[config.mk]
export PLATFORM = sky130hd
export DESIGN_NAME = branch_resolve
export DESIGN_NICKNAME = d
export VERILOG_FILES = /design/src/rtl/branch_resolve_pkg.sv /design/src/rtl/branch_resolve_br_eval.sv /design/src/rtl/branch_resolve.sv
export SDC_FILE = /design/constraint.sdc
export NUM_CORES = 1
export LEC_CHECK = 0
export BUFFER_PORTS_ARGS = -buffer_cell sky130_fd_sc_hd__clkbuf_2
export CAP_MARGIN = 20
export CORE_AREA = 2 2 216 218
export CTS_BUF_LIST = sky130_fd_sc_hd__clkbuf_4
export DETAILED_ROUTE_END_ITERATION = 10
export DIE_AREA = 0 0 218 220
export PLACE_DENSITY = 0.67
export REMOVE_ABC_BUFFERS = 1
export SLEW_MARGIN = 30
export SYNTH_ARGS = -nofsm -noshare
export SYNTH_HDL_FRONTEND = slang
export SYNTH_HIERARCHICAL = 1
export SYNTH_SLANG_ARGS = --single-unit
[constraint.sdc]
create_clock -name clk -period 6.8 [get_ports clk]
set_input_delay 1.36 -clock clk [delete_from_list [all_inputs] [get_ports clk]]
set_output_delay 1.36 -clock clk [all_outputs]
set_load 0.005 [all_outputs]
[src/rtl/branch_resolve_pkg.sv]
// Shared branch-unit definitions: op codes, jump-type codes, bus layout, FSM states.
package branch_resolve_pkg;

  localparam logic [3:0] BR_NONE     = 4'd0;
  localparam logic [3:0] BR_BEQ      = 4'd1;
  localparam logic [3:0] BR_BNE      = 4'd2;
  localparam logic [3:0] BR_BLT      = 4'd3;
  localparam logic [3:0] BR_BGE      = 4'd4;
  localparam logic [3:0] BR_BLTU     = 4'd5;
  localparam logic [3:0] BR_BGEU     = 4'd6;
  localparam logic [3:0] BR_B        = 4'd7;
  localparam logic [3:0] BR_BL       = 4'd8;
  localparam logic [3:0] BR_JIRL     = 4'd9;
  localparam logic [3:0] BR_JIRL_RET = 4'd10;

  localparam logic [1:0] JT_NONE = 2'b00;
  localparam logic [1:0] JT_CALL = 2'b01;
  localparam logic [1:0] JT_RET  = 2'b10;

  localparam int BPU_ES_BUS_WD = 72;

  typedef enum logic {S_IDLE, S_PEND} state_t;

  // Field order is the bus order, msb first.
  typedef struct packed {
    logic        flush;
    logic        in_excp;
    logic        is_etrn;
    logic [31:0] pc;
    logic        may_jump;
    logic        need_jump;
    logic        pre_fail;
    logic [31:0] right_target;
    logic [1:0]  jump_type;
  } es_bus_t;

  // Statistics counters stick at all-ones instead of wrapping.
  function automatic logic [15:0] sat_add(input logic [15:0] a, input logic [1:0] n);
    logic [16:0] s;
    s = {1'b0, a} + {15'b0, n};
    return s[16] ? 16'hFFFF : s[15:0];
  endfunction

endpackage

[src/rtl/branch_resolve_br_eval.sv]
// Per-slot branch evaluation: actual direction, actual target, call/return type, mispredict.
module br_eval
  import branch_resolve_pkg::*;
(
  input  logic [3:0]  op,
  input  logic [31:0] pc,
  input  logic [31:0] rj,
  input  logic [31:0] rd,
  input  logic [31:0] offs,
  input  logic        pred_taken,
  input  logic [31:0] pred_target,
  output logic        need_jump,
  output logic [31:0] right_target,
  output logic [1:0]  jump_type,
  output logic        pre_fail
);

  // Direction, target and type from the op; unknown codes behave as no branch.
  always_comb begin
    need_jump = 1'b0;
    case (op)
      BR_BEQ:                             need_jump = (rj == rd);
      BR_BNE:                             need_jump = (rj != rd);
      BR_BLT:                             need_jump = ($signed(rj) <  $signed(rd));
      BR_BGE:                             need_jump = ($signed(rj) >= $signed(rd));
      BR_BLTU:                            need_jump = (rj <  rd);
      BR_BGEU:                            need_jump = (rj >= rd);
      BR_B, BR_BL, BR_JIRL, BR_JIRL_RET:  need_jump = 1'b1;
      default:                            need_jump = 1'b0;
    endcase
    right_target = (op == BR_JIRL || op == BR_JIRL_RET) ? rj + offs : pc + offs;
    jump_type    = (op == BR_BL) ? JT_CALL : (op == BR_JIRL_RET) ? JT_RET : JT_NONE;
    pre_fail     = (pred_taken != need_jump) || (need_jump && (pred_target != right_target));
  end

endmodule

[src/rtl/branch_resolve.sv]
// Dual-slot branch resolution: evaluates both slots, reports them to the BPU one
// cycle later, and holds a single redirect to fetch until it is accepted.
module branch_resolve
  import branch_resolve_pkg::*;
(
  input  logic        clk,
  input  logic        reset,
  input  logic        es_valid1,
  input  logic        es_valid2,
  input  logic [31:0] es_pc1,
  input  logic [31:0] es_pc2,
  input  logic [3:0]  es_op1,
  input  logic [3:0]  es_op2,
  input  logic [31:0] es_rj1,
  input  logic [31:0] es_rj2,
  input  logic [31:0] es_rd1,
  input  logic [31:0] es_rd2,
  input  logic [31:0] es_offs1,
  input  logic [31:0] es_offs2,
  input  logic        es_pred_taken1,
  input  logic        es_pred_taken2,
  input  logic [31:0] es_pred_target1,
  input  logic [31:0] es_pred_target2,
  input  logic        es_excp1,
  input  logic        es_excp2,
  input  logic        es_etrn1,
  input  logic        es_etrn2,
  input  logic        pipe_flush,
  output logic [BPU_ES_BUS_WD-1:0] bpu_es_bus1,
  output logic [BPU_ES_BUS_WD-1:0] bpu_es_bus2,
  output logic        redir_valid,
  output logic [31:0] redir_pc,
  input  logic        redir_ready,
  output logic [15:0] num_br,
  output logic [15:0] num_miss
);

  state_t      state, state_nx;
  es_bus_t     bus1_d, bus2_d, bus1_q, bus2_q;
  logic        need1, need2, pf1, pf2;
  logic [31:0] tgt1, tgt2, redir_tgt;
  logic [1:0]  jt1, jt2;
  logic        may1, may2, squash, red1, red2;
  logic [1:0]  br_inc, miss_inc;

  br_eval u_eval1 (
    .op(es_op1), .pc(es_pc1), .rj(es_rj1), .rd(es_rd1), .offs(es_offs1),
    .pred_taken(es_pred_taken1), .pred_target(es_pred_target1),
    .need_jump(need1), .right_target(tgt1), .jump_type(jt1), .pre_fail(pf1)
  );

  br_eval u_eval2 (
    .op(es_op2), .pc(es_pc2), .rj(es_rj2), .rd(es_rd2), .offs(es_offs2),
    .pred_taken(es_pred_taken2), .pred_target(es_pred_target2),
    .need_jump(need2), .right_target(tgt2), .jump_type(jt2), .pre_fail(pf2)
  );

  // Slot qualification: anything arriving while a redirect is pending or being
  // flushed is wrong-path and must neither redirect nor be counted.
  always_comb begin
    may1      = es_valid1 && (es_op1 != BR_NONE) && (es_op1 <= BR_JIRL_RET);
    may2      = es_valid2 && (es_op2 != BR_NONE) && (es_op2 <= BR_JIRL_RET);
    squash    = (state == S_PEND) || pipe_flush;
    red1      = !squash && may1 && pf1 && !es_excp1 && !es_etrn1;
    red2      = !squash && !red1 && may2 && pf2 && !es_excp2 && !es_etrn2;
    redir_tgt = red1 ? (need1 ? tgt1 : es_pc1 + 32'd4)
                     : (need2 ? tgt2 : es_pc2 + 32'd4);
    br_inc    = {1'b0, !squash && may1} + {1'b0, !squash && !red1 && may2};
    miss_inc  = {1'b0, red1} + {1'b0, red2};
  end

  // Next bus contents; a slot younger than a redirecting slot is shown as non-branch.
  always_comb begin
    bus1_d       = '0;
    bus2_d       = '0;
    bus1_d.flush = pipe_flush;
    bus2_d.flush = pipe_flush;
    if (!squash) begin
      bus1_d.in_excp      = es_excp1;
      bus1_d.is_etrn      = es_etrn1;
      bus1_d.pc           = es_pc1;
      bus1_d.may_jump     = may1;
      bus1_d.need_jump    = need1;
      bus1_d.pre_fail     = pf1;
      bus1_d.right_target = tgt1;
      bus1_d.jump_type    = jt1;
      bus2_d.in_excp      = es_excp2;
      bus2_d.is_etrn      = es_etrn2;
      bus2_d.pc           = es_pc2;
      bus2_d.may_jump     = may2 && !red1;
      bus2_d.need_jump    = need2 && !red1;
      bus2_d.pre_fail     = pf2 && !red1;
      bus2_d.right_target = tgt2;
      bus2_d.jump_type    = jt2;
    end
  end

  // Redirect FSM next state; flush wins over a fresh redirect.
  always_comb begin
    state_nx = state;
    if (pipe_flush)                     state_nx = S_IDLE;
    else if (state == S_IDLE && (red1 || red2)) state_nx = S_PEND;
    else if (state == S_PEND && redir_ready)    state_nx = S_IDLE;
  end

  // State, registered buses, redirect request and statistics.
  always_ff @(posedge clk) begin
    if (reset) begin
      state       <= S_IDLE;
      bus1_q      <= '0;
      bus2_q      <= '0;
      redir_valid <= 1'b0;
      redir_pc    <= '0;
      num_br      <= '0;
      num_miss    <= '0;
    end else begin
      state       <= state_nx;
      bus1_q      <= bus1_d;
      bus2_q      <= bus2_d;
      redir_valid <= (state_nx == S_PEND);
      if (state == S_IDLE && state_nx == S_PEND) redir_pc <= redir_tgt;
      num_br      <= sat_add(num_br, br_inc);
      num_miss    <= sat_add(num_miss, miss_inc);
    end
  end

  assign bpu_es_bus1 = bus1_q;
  assign bpu_es_bus2 = bus2_q;

endmodule

==> results.yml, run 1 <==
sta:
  drv_slew: 0
  rsz0062_at_grt: "no"
  timing.final.crit_share: 0.9644
  slew_headroom: 0.4677
  worstMarginPinSlew_ps: 798.5
  min_period_ps: 6558
  max_freq_mhz: 152.5
  finClkSkew_ps: 15.69
  finalHoldViolations: 0
  setup_violations: 0
global_routing:
  busiest_layer: "met2"
  grt.overflow.total: 0
  grt_antenna_before_repair: 3
  grt_max_degree: 89
  met1_usage: 0.3828
  grt_first_pass_wirelength_mm: 111.8
  grtUsageMet3: 0.06542
  grt_pass1_vias: 19320
  grt_use_total: 0.3080
  use_met2: 0.5145
synth:
  ys_async_sr_fraction: 0
  ys_seq_elements: 208
  netlist_instances: 2082
  netlist_top_cells_area: "dfxtp_1, ha_1, xnor2_1, and2_1, a21oi_1"
  yosysTopAreaCellShare: 0.2436
  synth.largest_area_cell: "dfxtp_1"
  netlist_area_um2: 17090
  syn_avg_cell_area_um2: 8.210
  ys_types: 113
  synth.most_common_cell: "dfxtp_1"
  synth_common_cells: "dfxtp_1, nand2_1, a21oi_1"
  yosysWarnings: 6
  synth_edf_count: 0
  synth_ff_type: "dfxtp_1"
  seq_area_frac_synth: 0.2436
drt:
  firstDrtPassIters: 5
  ant_nets: 0
  drc: 0
  vias_per_cell: 5.306
  wl_mm: 76.59
  route.vias.total: 19450
  avgRoutedWirePerCell_um: 20.89
  drtIter0Drc: 1252
power_and_ir_drop:
  power_density_nw_per_um2: 186.4
  seqPwrFrac: 0.291
  clkPwrFrac: 0.268
  switchingPower_uw: 1686
  p_leak_uw: 0.01163
  vdd_drop_max_uv: 155.2
  total_power_uw: 4514
  p_comb_frac: 0.441
  internal_power_uw: 2828
  switching_share: 0.3734
placed_design:
  place.detailed.instances: 3560
  gp_congestion: 1.020
  dp_hpwl_mm: 64.84
  port_buffers: 548
setup_path:
  required_ps: 7440
  reg2reg_depth: 9
  rr_startpoint: "state"
  worstSetupEndpointType: "flop"
  path_class: "in2reg"
  r2r_setup_slack_ps: 4090
  worstPathMaxFanout: 15
  timing.rr.end: "num_br[15]"
  crit_arrival_ps: 7200
  startpoint_type: "input port"
floorplanning:
  die_w_um: 218
  core-area_um2: 45860
  die_area_um2: 47960
  ios: 549
  die_h_um: 220
  row_count: 79
  initial_core_util: 0.3727
clock_tree:
  cts_max_level: 2
  insertion_delay_ps: 810
  numCtsBuffers: 58
  cts_tree: "built"
  cts.path.max_buffers: 3
  root_buffer: "clkbuf_4"
  clkTransAtPathRegs_ps: 70
  cts_hold_buf: 0
  cts_sinks: 208
final_layout:
  area_growth_syn_to_layout_pct: 41.66
  nFillCells: 4475
  stdcell_count: 3666
  fin_nets: 3494
  final_core_util: 0.5279
  drive_gt1_frac: 0.3981
flow_run:
  cap_violations: 0
run_status:
  status: "completed"
hold_path:
  hp-class: "reg2reg"
  hold_start: "redir_pc[8]"
  whs_endpoint: "redir_pc[8]"
  min_path_cells: 2
[how the worst max path moves through the flow]
stage          startpoint     endpoint  slack [ps]  depth (start not counted)
2_1_floorplan   es_op1[1]  num_miss[0]        -840                         24
3_3_place_gp    es_op1[0]   num_br[12]        -960                         30
3_5_place_dp    es_op1[1]   num_br[14]        -990                         33
4_1_cts         es_op1[1]   num_br[15]          60                         31
5_1_grt         es_op1[0]   num_br[15]          20                         29
6_report        es_op1[0]   num_br[15]         240                         27
[per-layer routing]
layer  up-vias  part of all wire
li1       9389                 -
met1      9109              0.42
met2       795              0.46
met3       160             0.073
met4         0             0.039
met5         -                 0
[kinds of logic (layout without fill, tap and decap cells)]
family	count (synthesis)	in the layout	share of synthesized area
AOI/OAI and AO/OA	478	478	0.1942
xor gates and xnor gates	206	206	0.1118
adders and majority gates	140	140	0.1042
buffers and inverters	225	1200	0.05761
DFF	208	208	0.2436
muxes	80	80	0.05131
other	0	2	0
and+or+nand+nor	745	745	0.2372
[per-stage QoR]
| step | cell area, um2 | worst slack [ps] | hold slack, ps | setup TNS (ps) |
|---|---|---|---|---|
| 2_1_floorplan | 16570 | -836.2 | 446.7 | -39950 |
| 3_3_place_gp | 23330 | -957.3 | 438.0 | -32390 |
| 3_5_place_dp | 23330 | -985.7 | 451.2 | -34610 |
| 4_1_cts | 24090 | 63.14 | 461.8 | 0 |
| 5_1_grt | 24210 | 17.94 | 470.3 | 0 |
| 6_report | 24210 | 242.1 | 462.7 | 0 |
[registers in the layout (all words and copies together), names as in the netlist]
| name | flops |
|---|---|
| bpu_es_bus2 | 72 |
| bpu_es_bus1 | 71 |
| redir_pc | 32 |
| num_br | 16 |
| num_miss | 16 |
| state | 1 |
[area by class of cell]
cell class | count | area (um2) | share of cell area
multi-input cells | 1649 | 12080 | 0.4987
repair buffers | 975 | 6002 | 0.2479
flip-flops and latches | 208 | 4164 | 0.1720
well taps | 607 | 759.5 | 0.03137
clock buffers | 87 | 653.1 | 0.02697
inverters | 122 | 457.9 | 0.01891
clock inverters | 16 | 96.34 | 0.003979
diodes | 2 | 5.005 | 0.0002067
[critical path, stage by stage]
cell and delay, ps:
clkbuf_2 100, xor2_1 150, nand3b_1 140, buf_12 180, buf_4 160, mux2_2 340, ha_1 310, a21oi_1 360
o21ai_0 240, a221o_1 400, nand3b_1 140, o41ai_1 100, nor4_2 280, nand4_1 250, nor4_4 370, buf_4 160
a31oi_1 100, nand2b_1 130, a2111oi_4 70, nand3b_1 240, fa_2 390, nor2b_2 140, or3b_2 460, nor2_1 170
nand4_1 160, nor3_1 190, a211oi_1 70
[power by group through the flow]
stage	clock, uW	sequential (uW)	combinational (uW)
floorplan	0	1340	934
global placement	0	1340	1950
detailed placement	0	1340	1950
CTS	1250	1310	1960
global route	1310	1320	2150
finish	1210	1310	1990
[placed cells by master, fill, tap and decap left out, drive strengths merged, types with 69 or more instances in the layout]
| cell type | synthesis | layout |
|---|---|---|
| xor2 | 75 | 75 |
| inv | 122 | 122 |
| a21oi | 161 | 161 |
| dfxtp | 208 | 208 |
| buf | 47 | 427 |
| nand2 | 160 | 160 |
| ha | 136 | 136 |
| clkbuf | 56 | 635 |
| xnor2 | 124 | 124 |
| nand3 | 72 | 72 |
| o21ai | 93 | 93 |
| and2 | 152 | 152 |
| nor2 | 103 | 103 |
| nand4 | 69 | 69 |
[timing repair]
item | 4_1_cts | 5_1_grt
cloned | 0 | 0
setup endpoints to repair | 17 | 32
hold endpoints to repair | 0 | 0
buffers inserted | 0 | 1
gates resized for setup | 2 | 24
pin swaps | 0 | 7
No activity file was read; power rests on OpenSTA's default activity.
==> run 2, diff against run 1 <==
==> constraint.sdc (replaced) <==
create_clock -name clk -period 5.5 [get_ports clk]
set_input_delay 1.1 -clock clk [delete_from_list [all_inputs] [get_ports clk]]
set_output_delay 1.1 -clock clk [all_outputs]
set_load 0.005 [all_outputs]
==> results.yml, run 2 (synthesized netlist as in run 1, its figures left out) <==
sta:
  drv_slew: 0
  min_period_ps: 6119
  finClkSkew_ps: 52.58
  finalHoldViolations: 0
  rsz0062_at_grt: "yes"
  worstMarginPinSlew_ps: 833.4
  timing.final.crit_share: 1.113
  slew_headroom: 0.4444
  setup_slack_ps: -619.1
  setup_violations: 65
  max_freq_mhz: 163.4
drt:
  drc: 0
  wl_mm: 79.28
  firstDrtPassIters: 5
  ant_nets: 0
  route.vias.total: 20250
  vias_per_cell: 5.294
  drtIter0Drc: 1205
  avgRoutedWirePerCell_um: 20.73
power_and_ir_drop:
  power_density_nw_per_um2: 217.7
  vdd_drop_max_uv: 150.3
  p_leak_uw: 0.01264
floorplanning:
  die_area_um2: 47960
  die_h_um: 220
  initial_core_util: 0.3727
  die_w_um: 218
  ios: 549
  row_count: 79
  core-area_um2: 45860
clock_tree:
  cts_tree: "built"
  cts_hold_buf: 0
  clkTransAtPathRegs_ps: 60
  cts_sinks: 208
  insertion_delay_ps: 850
  cts.path.max_buffers: 3
  root_buffer: "clkbuf_4"
  cts_max_level: 2
  numCtsBuffers: 56
final_layout:
  final-seq-area_um2: 4164
  fin_nets: 3653
  nFillCells: 4268
  layout.cells.most_common: "buf_4"
  design_area_um2: 26640
  final_cell_mix: "buf_4, clkbuf_2, dfxtp_1, nand2_1, and2_1"
  area_growth_syn_to_layout_pct: 55.84
  multi_input_area_um2: 13180
  drive_gt1_frac: 0.4726
  final_core_util: 0.5808
  largest_reg_flops: 72
setup_path:
  required_ps: 6210
  path_class: "in2reg"
  crit_slowest_cell: "fa_2"
  slowest_delay_ps: 400
  worst-path-buf-inv: 8
  worstSetupEndpointType: "flop"
  crit_family: "simple AND/OR/NAND/NOR gates"
  crit_top_cell: "buf_6"
  startpoint_type: "input port"
  worstPathMaxFanout: 8
  crit_arrival_ps: 6830
global_routing:
  grt_use_total: 0.3169
  grt_pass1_vias: 19990
  grt.overflow.total: 0
  grt_first_pass_wirelength_mm: 115.9
  grt_max_degree: 89
  grt_antenna_before_repair: 6
hold_path:
  hp-class: "reg2reg"
run_status:
  status: "complete, but fails checks"
  violations: "negative setup slack"
flow_run:
  cap_violations: 0
placed_design:
  place_area_um2: 24220
  port_buffers: 548
  dp_hpwl_mm: 65.96
  gp_congestion: 1.011
run 2: where the power goes:
group	internal, uW	switching (uW)	total, uW
combinational	1350	1430	2780
sequential	1590	35.3	1620
clock	660	735	1400
run 2: metrics by stage:
stage / hold WS, ps / setup slack (ps) / power [uW] / instances / setup TNS (ps)
after global routing: 448.7 / -838.3 / 6116 / 3824 / -37050
after global placement: 439.8 / -2114 / 4136 / 3678 / -106800
after floorplan: 446.7 / -1876 / 2812 / 1979 / -192200
final: 469.7 / -619.1 / 5798 / 3824 / -26730
after detailed placement: 458.5 / -2109 / 4146 / 3678 / -107730
after CTS: 451.7 / -537.6 / 5697 / 3799 / -25420
run 2: final timing paths:
kind	cells after the start	slack, ps	startpoint	end
min	2	470	redir_pc[8]	redir_pc[8]
min reg2reg	2	470	redir_pc[8]	redir_pc[8]
max reg2reg	11	2850	state	num_br[14]
max	31	-620	es_op1[0]	num_br[14]
run 2: cell type report:
| type | count | share of cell area |
|---|---|---|
| inverters | 122 | 0.01729 |
| diodes | 3 | 0.0002818 |
| well taps | 607 | 0.02851 |
| flip-flops and latches | 208 | 0.1563 |
| multi-input cells | 1649 | 0.4948 |
| clock inverters | 20 | 0.003335 |
| clock buffers | 79 | 0.02226 |
| repair buffers | 1136 | 0.2772 |
run 2: per-layer routing:
metal	share of wire	wire [um]	up-vias	GRT usage
met5	0.00058	46	-	0
met4	0.034	2687	6	0.1102
met3	0.064	5058	167	0.05783
met2	0.47	37330	799	0.5376
met1	0.43	34150	9568	0.4022
li1	-	-	9705	-
run 2: timing repair:
item                       CTS  global route
resized for setup          155           118
pin swaps                   63            52
buffers inserted            20            22
setup endpoints to repair   67            65
gates cloned                 2             0
run 2: worst register-to-register path: stages (launching register included):
cell and delay, ps:
dfxtp_1 380, nor2_1 390, nand3b_1 220, fa_2 400
inv_2 70, ha_4 120, and3_4 200, nand3_4 90
nor3_4 230, buf_6 160, a31oi_1 80, nor3_1 220
